`config.mk`:
```
export PLATFORM = sky130hd
export DESIGN_NAME = prog_sequencer
export DESIGN_NICKNAME = d
export VERILOG_FILES = /design/src/rtl/prog_sequencer.sv
export SDC_FILE = /design/constraint.sdc
export NUM_CORES = 1
export LEC_CHECK = 0
export CORE_MARGIN = 1
export CORE_UTILIZATION = 55
export CTS_CLUSTER_SIZE = 12
export DETAILED_ROUTE_END_ITERATION = 6
export GPL_TIMING_DRIVEN = 0
export PLACE_DENSITY_LB_ADDON = 0.15
export SETUP_SLACK_MARGIN = 0.1
export SYNTH_ARGS = -nofsm -noshare
export SYNTH_HDL_FRONTEND = slang
export SYNTH_SLANG_ARGS = --single-unit
```
`constraint.sdc`:
```
create_clock -name clk -period 2.8 [get_ports clk]
set_input_delay 0.56 -clock clk [delete_from_list [all_inputs] [get_ports clk]]
set_output_delay 0.56 -clock clk [all_outputs]
set_load 0.01 [all_outputs]
```
`src/rtl/prog_sequencer.sv`:
```
// Microprogram sequencer: fetches {opcode, data} words from a small store and feeds the datapath.
// Optional single-step mode (PAUSE state, step input) is enabled by defining SEQ_SINGLE_STEP_EN.
module prog_sequencer #(
  parameter int unsigned AW  = 6,
  parameter int unsigned LAT = 6
) (
  input  logic          clk,
  input  logic          rst,
  input  logic          ld_en,
  input  logic [AW-1:0] ld_addr,
  input  logic [14:0]   ld_word,
  input  logic          start,
`ifdef SEQ_SINGLE_STEP_EN
  input  logic          step,
`endif
  output logic [9:0]    opcode_o,
  output logic [4:0]    data_o,
  output logic [AW-1:0] pc_o,
  output logic          busy,
  output logic          done,
  output logic          ld_err
);

  localparam int unsigned Depth = 1 << AW;
  localparam int unsigned HW    = (LAT > 1) ? $clog2(LAT) : 1;
  localparam logic [9:0]  IdleOp = 10'h047;

`ifdef SEQ_SINGLE_STEP_EN
  typedef enum logic [2:0] {StIdle, StFetch, StDecode, StIssue, StPause} state_e;
  localparam state_e NextSt = StPause;
`else
  typedef enum logic [1:0] {StIdle, StFetch, StDecode, StIssue} state_e;
  localparam state_e NextSt = StFetch;
`endif

  state_e        state_q, state_d;
  logic [AW-1:0] pc_q, pc_d;
  logic [5:0]    lc_q, lc_d;
  logic [5:0]    lc_dec;
  logic [HW-1:0] hold_q, hold_d;
  logic [9:0]    opcode_q, opcode_d;
  logic [4:0]    data_q, data_d;
  logic          busy_q, busy_d;
  logic          done_q, done_d;
  logic          ld_err_q, ld_err_d;
  logic [14:0]   word_q;
  logic [3:0]    cls;

  logic [14:0] mem [Depth];

  // Store is deliberately left out of reset so a program survives an abort.
  always_ff @(posedge clk) begin
    if (ld_en && !busy_q) begin
      mem[ld_addr] <= ld_word;
    end
  end

  always_ff @(posedge clk) begin
    if (state_q == StFetch) begin
      word_q <= mem[pc_q];
    end
  end

  assign cls    = word_q[14:11];
  assign lc_dec = lc_q - 6'd1;

  always_comb begin
    state_d  = state_q;
    pc_d     = pc_q;
    lc_d     = lc_q;
    hold_d   = hold_q;
    opcode_d = opcode_q;
    data_d   = data_q;
    busy_d   = busy_q;
    done_d   = 1'b0;
    ld_err_d = ld_en && busy_q;
    case (state_q)
      StIdle: begin
        if (start) begin
          pc_d    = '0;
          busy_d  = 1'b1;
          state_d = StFetch;
        end
      end
      StFetch: state_d = StDecode;
      StDecode: begin
        if (cls <= 4'd12) begin
          opcode_d = word_q[14:5];
          data_d   = word_q[4:0];
          hold_d   = '0;
          state_d  = StIssue;
        end else if (cls == 4'd13) begin
          // lc of 0 wraps to 63, so the branch is taken.
          lc_d    = lc_dec;
          pc_d    = (lc_dec != 6'd0) ? word_q[5 +: AW] : pc_q + AW'(1);
          state_d = NextSt;
        end else if (cls == 4'd14) begin
          lc_d    = word_q[10:5];
          pc_d    = pc_q + AW'(1);
          state_d = NextSt;
        end else begin
          busy_d  = 1'b0;
          done_d  = 1'b1;
          state_d = StIdle;
        end
      end
      StIssue: begin
        hold_d = hold_q + HW'(1);
        if (hold_q == HW'(LAT - 1)) begin
          pc_d     = pc_q + AW'(1);
          opcode_d = IdleOp;
          data_d   = '0;
          state_d  = NextSt;
        end
      end
`ifdef SEQ_SINGLE_STEP_EN
      StPause: begin
        if (step) begin
          state_d = StFetch;
        end
      end
`endif
      default: state_d = StIdle;
    endcase
  end

  always_ff @(posedge clk) begin
    if (rst) begin
      state_q  <= StIdle;
      pc_q     <= '0;
      lc_q     <= '0;
      hold_q   <= '0;
      opcode_q <= IdleOp;
      data_q   <= '0;
      busy_q   <= 1'b0;
      done_q   <= 1'b0;
      ld_err_q <= 1'b0;
    end else begin
      state_q  <= state_d;
      pc_q     <= pc_d;
      lc_q     <= lc_d;
      hold_q   <= hold_d;
      opcode_q <= opcode_d;
      data_q   <= data_d;
      busy_q   <= busy_d;
      done_q   <= done_d;
      ld_err_q <= ld_err_d;
    end
  end

  assign opcode_o = opcode_q;
  assign data_o   = data_q;
  assign pc_o     = pc_q;
  assign busy     = busy_q;
  assign done     = done_q;
  assign ld_err   = ld_err_q;

endmodule

```
### Yosys cells after proc, flatten, opt, wreduce, memory -nomap -nowiden

Memories as Yosys holds them, arrays and structs flattened. A register that Yosys moved wholly into a read port is not among the register bits.
Cells that the tools add are included.

* equality and inequality tests: 13
* mux-type cells: 31
* $lt $le $gt $ge: 1
* $add $sub $neg: 3
* reduce and logical (&&, ||, !) cells: 16
* bitwise logic cells: 2

Operators by type and width (count)
* 6-bit two-way mux: 8
* 10-bit two-way mux: 2
* 10-bit one-hot mux with 2 select lines: 1
* 6-bit one-hot mux with 3 select lines: 1
* 2-bit inequality test, second input constant: 6
* 5-bit two-way mux: 2
* 5-bit one-hot mux with 2 select lines: 1
* 5-bit AND reduction: 2
* 1-bit two-way mux: 9
* 4-bit == test, second input constant: 2
* 2-bit one-hot mux with 4 select lines: 1
* 6-bit by 1-bit adder with 6-bit output, second input constant: 1
* 2-bit two-way mux: 3
* 3-bit one-hot mux with 2 select lines: 1
* 3-bit AND reduction: 2
* 2-bit nonzero test: 3
* 6-bit nonzero test: 1
* 6-bit by 1-bit subtractor with 6-bit output, second input constant: 1
* 2-bit == test, second input constant: 2
* 4-bit <= comparator, second input constant: 1
* 2-bit AND reduction: 2
* 4-bit OR reduction: 1
* 3-bit by 1-bit adder with 3-bit output, second input constant: 1
* 3-bit == test, second input constant: 1
* 9 further kinds: 11

* logic and storage cells: 76
* memories: 1
* input bits: 25
* output and inout bits: 24
* register bits after elaboration: 35
* RAM bits: 960

Memory list
* mem: words 64, bits a word 15, rd ports 1, clocked after Yosys merged registers in 1, wr ports 1, line 49 `logic [14:0] mem [Depth];`

### Longest topological paths before layout

* depth in word-level cells: 6
* depth in mapped cells: 9
* mapped depth without buffers: 7

### Least setup slack after synthesis

OpenSTA, ideal clock, no wires.

* path type: input-to-reg
* start point: in ld_addr[3]
* end point: mem mem[48][0] (enable)
* setup time: 406 ps
* stages on the path: 4
* data required time: 2394 ps
* setup slack: 61 ps
* data arrival time: 2333 ps
* cells stage by stage: clkbuf_1 -> nand4b_1 -> or3_1 -> nor3_1

RTL lines
* from (decl): line 10 `input logic [AW-1:0] ld_addr,`
* to (decl): line 49

Straight into the memory's write port.

==> flow_summary.toml <==
[outcome]
status = "complete, no violations"

[logic_synthesis]
mappedNetlistNets = 1899
synth.ff_latch_count = 1010
yosysMostFrequentCell = "edfxtp_1"
async_reset_ff_share_pct = 0
yosysTopAreaCell = "edfxtp_1"
synth_common_cells = "edfxtp_1, mux4_2, nor2_1"
synth_cell_types = 60
yosys.area.top_type_share_pct = 74.5
synth_seq_area_share_pct = 76.3
synth-edff-count = 975
synth_area_sq_mm = 0.0393
synth_warnings = 0
syn_inst = 1865
synthTopCellsByArea = "edfxtp_1, mux4_2, dfxtp_1"
ys.flop_type = "edfxtp_1"
syn_area_per_cell_sq_um = 21.1

[place]
dp_slack_ns = -0.761
place_area_sq_mm = 0.0421
gp_congestion = 0.896
port_buffers = 44
post-dp-hpwl_um = 64800

[critical_path]
startpoint = "pc_o[0]"
arrival_ns = 3.11
r2r_slack_ns = 0.08
cp-end-kind = "register"
worstSetupPathType = "register to register"
critPathRequiredTime_ns = 3.19
cp-endpoint = "word_q[13]"
r2r-start = "pc_o[0]"
rr_endpoint = "word_q[13]"
crit_fanout = 10
critPathLaunchType = "register"
ff2ff_path_depth = 9

[die]
std_cell_rows = 97
core_sq_mm = 0.0704
dieHeight_um = 269
die_area_sq_mm = 0.0726
boundaryPins = 49
initial_core_util_pct = 55.9
die_w_um = 269

[pwr]
pwr-share-comb_pct = 11.6
p_leak_uw = 0.0140
switchingPower_uw = 7710
power.internal_uw = 25100
pwr_density_cell_mw_per_mm2 = 721
power_frac_seq_pct = 51.3
power.switching_fraction_pct = 23.5
ir_worst_vdd_v = 0.000553
p_clk_share_pct = 37.0

[timing]
drv_slew = 0
final.setup_skew_ns = 0.0200
relSlewSlack_pct = 35.7
final-hold-violation-count = 0
setup_slack_ns = 0.0826
fmax_mhz = 368
final.min_clock_period_ns = 2.72
finalSetupViolations = 0
rsz0062_at_grt = "true"
post-route-period-util_pct = 97.1
tightestPinTransition_ns = 0.964

[layout]
drive_gt1_share_pct = 30.4
nNetsFinal = 2116
syn_to_final_growth_pct = 15.7
post-route-cell-area_sq_mm = 0.0455

[hold_path]
min_path_cells = 1
min_path_type = "input port to register"

[clocking]
clock_sinks = 1010
cts_tree = "yes"
clock_path_buffers = 3
postCtsHoldBufs = 0
htreeDepth = 3
clk_pin_slew_ns = 0.06
cts_buffers = 101
cts-root-buf = "clkbuf_16"
clk_latency_ns = 0.66

[drt]
ant_nets = 0
post_drt_wl_per_cell_um = 31.1
drt_iter0_drc = 2385
first_pass_iters = 6
routed_wl_um = 95700
avgViaCountPerCell = 6.45
drcViolationCount = 0
vias = 19900

[global_routing]
grt_max_degree = 57
antenna_found_initial = 5
grt_pass1_wl_um = 140000
grt_pass1_vias = 20000
grt.overflow.total = 0
track_usage_pct = 26.9

[run]
cap_violations = 0
## registers in the layout (all words and copies together) (netlist names)
name,count
mem,960
word_q,15
opcode_o,10
lc_q,6
pc_o,6
data_o,5
hold_q,3
state_q,2
busy,1
done,1
ld_err,1
## worst max-delay path, cell delays in order, from the launching register on
cell and delay (ns):
dfxtp_2 0.40, buf_12 0.20, buf_12 0.20, buf_4 0.14, buf_8 0.16, mux4_2 0.50
mux2i_1 0.36, a221oi_2 0.20, nor2_1 0.18, o21ai_1 0.08
## layout make-up
cell class,count,area [sq um]
buffer,100,788
multi-input combinational,747,9130
inverter,8,30.0
clock inverter,33,203
sequential,1010,30000
timing repair buffer,114,1480
antenna,2,5.00
clock buffer,126,2670
tap,940,1180
fill,4653,24900
## cell usage in the layout (no fill, tap or decap), types with 9 or more instances in the layout
cell type / instances
clkbuf_2: 10
buf_2: 18
edfxtp_1: 975
clkinv_2: 10
nor3_1: 13
o211ai_1: 12
ha_1: 9
nand2_1: 37
mux2_2: 14
clkinv_1: 17
mux4_2: 247
clkbuf_16: 103
buf_4: 34
buf_6: 19
nand3_1: 13
clkbuf_1: 46
clkdlybuf4s50_1: 29
mux2i_1: 46
a21oi_1: 22
nor2_2: 56
dfxtp_1: 33
a22oi_1: 29
nor2_1: 55
buf_8: 51
o21ai_0: 24
buf_12: 20
nand2b_1: 10
o22ai_1: 10
## metal layers
| layer | GRT usage, % | vias up | share of wire, % |
|---|---|---|---|
| met4 | 8.63 | 6 | 3.5 |
| met2 | 41.9 | 959 | 47 |
| met3 | 6.08 | 215 | 9.1 |
| met1 | 38.4 | 10500 | 40 |
| met5 | 0 | - | 0.043 |
| li1 | - | 8226 | - |
## logic make-up after synthesis
kind of cell / synth area share, %
AO/OA/AOI/OAI: 3.24
XOR/XNOR: 0.134
adder cells (fa/ha/maj): 0.286
buffers and inverters: 1.49
flip-flops: 76.3
multiplexers: 15.8
AND/OR/NAND/NOR: 2.83
## per-stage QoR
step           power [uW]  hold slack, ns   TNS, ns  util (%)  cells
6_report            32800           0.277         0      64.6   3080
5_1_grt             33700           0.251         0      64.6   3078
4_1_cts             32900           0.246     -1.83      64.4   3073
3_5_place_dp        20700           0.488   -196.47      59.8   2914
3_3_place_gp        20600           0.481  -1122.95      58.2   2849
2_1_floorplan       19200           0.472         0         -   1865
## what timing repair did
action | 4_1_cts | 5_1_grt
resized for setup | 91 | 36
buffers inserted | 0 | 5
endpoints found under the setup margin | 60 | 156
pin swaps | 2 | 4
## power groups by stage
stage	sequential (uW)	combinational, uW	clock (uW)
after global placement	17200	3450	0
after CTS	16800	3740	12300
after detailed placement	17100	3570	0
after global routing	16800	3990	12900
after floorplan	17100	2160	0
final	16800	3810	12100
## worst min path at each step
| stage | end | slack, ns | from |
|---|---|---|---|
| floorplan | data_o[0] | 0.47 | word_q[0] |
| global placement | opcode_o[9] | 0.48 | opcode_o[9] |
| detailed placement | opcode_o[9] | 0.49 | opcode_o[9] |
| CTS | mem[9][0] | 0.25 | ld_word[0] |
| global route | mem[9][0] | 0.25 | ld_word[0] |
| finish | mem[9][0] | 0.28 | ld_word[0] |
(Power assumes the default switching activity.)
